`src/rtl/rom_rd_ctrl.sv`:
```
// rom_rd_ctrl: burst read initiator for the 64x16 ROM.
// Credit-limited capture FIFO feeds a valid/ready consumer.
module rom_rd_ctrl #(
  parameter int ADDR_W     = 6,
  parameter int DATA_W     = 16,
  parameter int LEN_W      = 4,
  parameter int FIFO_DEPTH = 4
) (
  input  logic              clk,
  input  logic              rst,
  input  logic              start,
  input  logic [ADDR_W-1:0] base_addr,
  input  logic [LEN_W-1:0]  burst_len,
  output logic              busy,
  output logic              done,
  output logic              rom_read,
  output logic [ADDR_W-1:0] rom_addr,
  input  logic [DATA_W-1:0] rom_dout,
  output logic [DATA_W-1:0] out_data,
  output logic              out_valid,
  input  logic              out_ready
);

  localparam int PW = $clog2(FIFO_DEPTH);
  localparam int CW = PW + 1;

  localparam logic [1:0] S_IDLE  = 2'd0;
  localparam logic [1:0] S_FETCH = 2'd1;
  localparam logic [1:0] S_DRAIN = 2'd2;

  logic [1:0]        state_q, state_d;
  logic [ADDR_W-1:0] base_q, base_d;
  logic [LEN_W-1:0]  len_q, len_d;
  logic [LEN_W-1:0]  issued_q, issued_d;
  logic [LEN_W-1:0]  popped_q, popped_d;
  logic              rd_q, rd_d;
  logic [ADDR_W-1:0] addr_q, addr_d;
  logic              pend1_q, pend1_d;
  logic              busy_q, busy_d;
  logic              done_q, done_d;
  logic [PW-1:0]     wptr_q, wptr_d;
  logic [PW-1:0]     rptr_q, rptr_d;
  logic [CW-1:0]     count_q, count_d;
  logic [DATA_W-1:0] mem_q [FIFO_DEPTH];

  logic              push;
  logic              pop;
  logic              issue_ok;
  logic [CW:0]       credit;
  logic [LEN_W-1:0]  issued_inc;
  logic [LEN_W-1:0]  popped_inc;

  assign push       = pend1_q;
  assign out_valid  = (count_q != '0);
  assign pop        = out_valid & out_ready;
  assign out_data   = out_valid ? mem_q[rptr_q] : '0;
  assign issued_inc = issued_q + LEN_W'(1);
  assign popped_inc = popped_q + LEN_W'(1);

  // Words buffered plus words still in the ROM pipe must fit the FIFO.
  assign credit = {1'b0, count_q}
                + (CW+1)'(rd_q)
                + (CW+1)'(pend1_q);

  assign issue_ok = (state_q == S_FETCH)
                 && (issued_q < len_q)
                 && (credit < (CW+1)'(FIFO_DEPTH));

  assign busy     = busy_q;
  assign done     = done_q;
  assign rom_read = rd_q;
  assign rom_addr = addr_q;

  // Next-state: command accept, read issue, FIFO pointers, completion.
  always_comb begin
    state_d  = state_q;
    base_d   = base_q;
    len_d    = len_q;
    issued_d = issued_q;
    popped_d = popped_q;
    rd_d     = 1'b0;
    addr_d   = addr_q;
    pend1_d  = rd_q;
    busy_d   = busy_q;
    done_d   = 1'b0;
    wptr_d   = wptr_q + PW'(push);
    rptr_d   = rptr_q + PW'(pop);
    count_d  = count_q + CW'(push) - CW'(pop);
    unique case (state_q)
      S_IDLE: begin
        if (start) begin
          if (burst_len != '0) begin
            base_d   = base_addr;
            len_d    = burst_len;
            issued_d = '0;
            popped_d = '0;
            busy_d   = 1'b1;
            state_d  = S_FETCH;
          end else begin
            done_d = 1'b1;
          end
        end
      end
      S_FETCH: begin
        if (issue_ok) begin
          rd_d     = 1'b1;
          addr_d   = base_q + ADDR_W'(issued_q);
          issued_d = issued_inc;
          if (issued_inc == len_q) state_d = S_DRAIN;
        end
        if (pop) popped_d = popped_inc;
      end
      S_DRAIN: begin
        if (pop) begin
          popped_d = popped_inc;
          if (popped_inc == len_q) begin
            state_d = S_IDLE;
            busy_d  = 1'b0;
            done_d  = 1'b1;
          end
        end
      end
      default: begin
        state_d = S_IDLE;
        busy_d  = 1'b0;
      end
    endcase
  end

  // Control and pointer registers, cleared asynchronously.
  always_ff @(posedge clk or posedge rst) begin
    if (rst) begin
      state_q  <= S_IDLE;
      base_q   <= '0;
      len_q    <= '0;
      issued_q <= '0;
      popped_q <= '0;
      rd_q     <= 1'b0;
      addr_q   <= '0;
      pend1_q  <= 1'b0;
      busy_q   <= 1'b0;
      done_q   <= 1'b0;
      wptr_q   <= '0;
      rptr_q   <= '0;
      count_q  <= '0;
    end else begin
      state_q  <= state_d;
      base_q   <= base_d;
      len_q    <= len_d;
      issued_q <= issued_d;
      popped_q <= popped_d;
      rd_q     <= rd_d;
      addr_q   <= addr_d;
      pend1_q  <= pend1_d;
      busy_q   <= busy_d;
      done_q   <= done_d;
      wptr_q   <= wptr_d;
      rptr_q   <= rptr_d;
      count_q  <= count_d;
    end
  end

  // FIFO storage; emptiness is tracked by count_q, so no reset needed.
  always_ff @(posedge clk) begin
    if (push) mem_q[wptr_q] <= rom_dout;
  end

endmodule

```
`config.mk`:
```
export PLATFORM = sky130hd
export DESIGN_NAME = rom_rd_ctrl
export DESIGN_NICKNAME = d
export VERILOG_FILES = /design/src/rtl/rom_rd_ctrl.sv
export SDC_FILE = /design/constraint.sdc
export NUM_CORES = 1
export LEC_CHECK = 0
export CAP_MARGIN = 20
export CORE_MARGIN = 2
export CORE_UTILIZATION = 46
export DETAILED_ROUTE_END_ITERATION = 6
export PLACE_DENSITY = 0.71
export SYNTH_ARGS = -nofsm -noshare
export SYNTH_HDL_FRONTEND = slang
export SYNTH_SLANG_ARGS = --single-unit
```
`constraint.sdc`:
```
create_clock -name clk -period 2.2 [get_ports clk]
set_input_delay 0.33 -clock clk [delete_from_list [all_inputs] [get_ports clk]]
set_output_delay 0.33 -clock clk [all_outputs]
set_load 0.005 [all_outputs]
```
==> qor.yml <==
final-instance-count-excl-fill: 547
drv_slew: 0
swShare: 0.351
rr_startpoint: "len_q[1]"
skew_ns: 0.00571
drive_gt1_frac: 0.273
crit_fanout: 6
syn_avg_cell_area_sq_um: 14.8
r2r_slack_ns: 0.12
syn_to_final_growth_pct: 26.5
placed_area_sq_um: 5470
tightest_slew_ns: 0.464
yosys.area.top_type: "edfxtp_1"
path_class: "reg -> out"
fin_total_pwr_mw: 7.41
die_area_sq_um: 10800
cts_tree: "done"
wl_mm: 9.00
grt_overflow: 0
p_int_mw: 4.81
num-fill-cells: 784
fp.coreArea_sq_um: 9730
final_cell_area_sq_um: 5830
netSwitchingPower_mw: 2.60
status: "finished clean"
diodes: 0
antenna_found_initial: 0
r2r-end: "issued_q[0]"
setup_viol: 0
dp.cells: 511
port_buffers: 55
grt_max_degree: 38
synth-async-reset-ratio: 0.366
netlist.area_leader.share: 0.417
synth_edf_count: 64
cp_data_required_time_ns: 1.87
routedWlPerCell_um: 16.5
dr.pass1.iters: 4
synth_cell_types: 50
clockBufferDepth: 2
power.share.clock: 0.149
clk_latency_ns: 0.36
via_per_inst: 5.22
die_w_um: 104
crit_path_end_kind: "primary output"
clk_pin_slew_ns: 0.10
reg2reg_depth: 9
finalCritPeriodShare: 0.983
relSlewSlack: 0.691
synth_flop_cell: "edfxtp_1"
synthTopCellsByArea: "edfxtp_1 42%, dfrtp_1 20%, mux4_2 7.8%, ha_1 5.2%, nor2b_1 2.3%"
yosysMostFrequentCell: "edfxtp_1"
first_global_vias: 2920
pin_count: 56
finalCriticalPeriod_ns: 2.16
initial_utilization: 0.473
grt_setup_unrepaired: "yes"
track_usage: 0.173
syn_inst: 312
cts.sinks: 101
hp-class: "in -> async"
ir_drop_mv: 0.694
startpoint_type: "flop"
synth.net_count: 363
leakage_nw: 2.34
yosysWarnings: 0
die_y_um: 104
place_congestion: 0.815
rows: 36
ys_seq_area_frac: 0.618
critPathArrivalTime_ns: 1.83
cts_hold_buf: 0
fmax_ghz: 0.462
dp_hpwl_mm: 5.90
seqPwrFrac: 0.374
synth_area_sq_um: 4610
vias: 2858
cap_viol_max_count: 0
final_nets: 460
htreeDepth: 3
power_density_nw_per_um2: 1270
cts_buffers: 9
final_hold_viol_count: 0
combPwrFrac: 0.477
drtIter0Drc: 119
clockRootBuffer: "clkbuf_8"
synthTopCellsByCount: "64 x edfxtp_1, 37 x dfrtp_1, 24 x inv_1, 24 x nand2_1, 19 x ha_1"
grt_pass1_wl_mm: 14.7
drc: 0
holdWs_ns: 0.355
synth-seq-cells: 101
ant_nets: 0
## power groups by stage
stage | Sequential [mW] | Clock (mW) | Combinational [mW]
6_report | 2.77 | 1.10 | 3.53
5_1_grt | 2.83 | 1.22 | 3.89
4_1_cts | 2.78 | 1.13 | 3.36
3_5_place_dp | 2.80 | 0 | 3.27
3_3_place_gp | 2.78 | 0 | 3.20
2_1_floorplan | 2.72 | 0 | 2.01
## critical path: stages (launching register included)
cell	delay (ns)
dfrtp_2	0.45
clkbuf_16	0.18
buf_6	0.09
mux4_2	0.48
nor2b_1	0.15
buf_2	0.12
## kinds of logic after synthesis
family,count (synthesis),share of synthesized area
multiplexers,24,0.0973
buffers and inverters,34,0.0285
adder cells (fa/ha/maj),21,0.0603
AO/OA/AOI/OAI,56,0.0937
XOR/XNOR,16,0.0337
flip-flops,101,0.618
AND/OR/NAND/NOR,60,0.0682
## layer usage
metal,vias up,GRT usage,share of wire
li1,1359,-,-
met1,1419,0.221,0.43
met2,67,0.299,0.51
met3,13,0.0345,0.040
met4,0,0.0550,0.014
met5,-,0,0
## flip-flops by register name, summed over array words and instances, names as in the netlist
signal	cells
count_q	3
pend1_q	1
popped_q	4
len_q	4
rom_addr	6
wptr_q	2
rptr_q	2
state_q	2
base_q	6
mem_q	64
issued_q	4
rom_read	1
busy	1
done	1
## repair_timing
item,4_1_cts,5_1_grt
cloned,1,0
pin swaps,0,1
buffers inserted,11,8
resized for setup,47,29
setup endpoints to repair,17,18
## per-stage QoR
step / util / setup TNS (ns) / setup slack [ns]
2_1_floorplan: - / 0 / 0.108
3_3_place_gp: 0.562 / 0 / 0.0762
3_5_place_dp: 0.562 / 0 / 0.0362
4_1_cts: 0.590 / -0.515 / -0.106
5_1_grt: 0.599 / -0.127 / -0.0449
6_report: 0.599 / 0 / 0.0366
## final cells by class
type                       count  area (sq um)  area share
timing repair buffer          94           841       0.144
clock buffer                   9           124      0.0213
clock inverter                 7          58.8      0.0101
inverter                      26          97.6      0.0167
multi-input combinational    177          1690       0.290
sequential                   101          2850       0.489
tap                          133           166      0.0286
## how the worst max path moves through the flow
stage / start / end / cells past startpoint
2_1_floorplan: pend1_q / mem_q[0][0] / 1
3_3_place_gp: burst_len[1] / busy / 6
3_5_place_dp: burst_len[1] / issued_q[0] / 6
4_1_cts: rptr_q[0] / out_data[3] / 5
5_1_grt: rptr_q[0] / out_data[7] / 5
6_report: rptr_q[0] / out_data[8] / 5
## cell usage in the layout, fill, tap and decap left out, types with 3 or more instances in the layout
cell	synthesis	layout
mux2_2	5	5
mux4_2	16	16
ha_1	19	19
a21oi_1	10	10
nand3_1	5	5
nor2b_1	17	9
a22o_1	5	5
clkbuf_8	0	9
inv_1	24	24
xor2_1	7	7
buf_6	0	6
xnor2_1	8	8
nand2_1	24	24
o2111ai_1	3	3
a21o_1	3	3
buf_2	2	6
buf_4	0	29
clkbuf_2	1	9
dfrtp_1	37	36
clkinvlp_4	0	3
edfxtp_1	64	64
nor2b_4	0	7
clkdlybuf4s50_1	0	39
o21ai_0	18	18
Power figures use the tool's default switching activity.
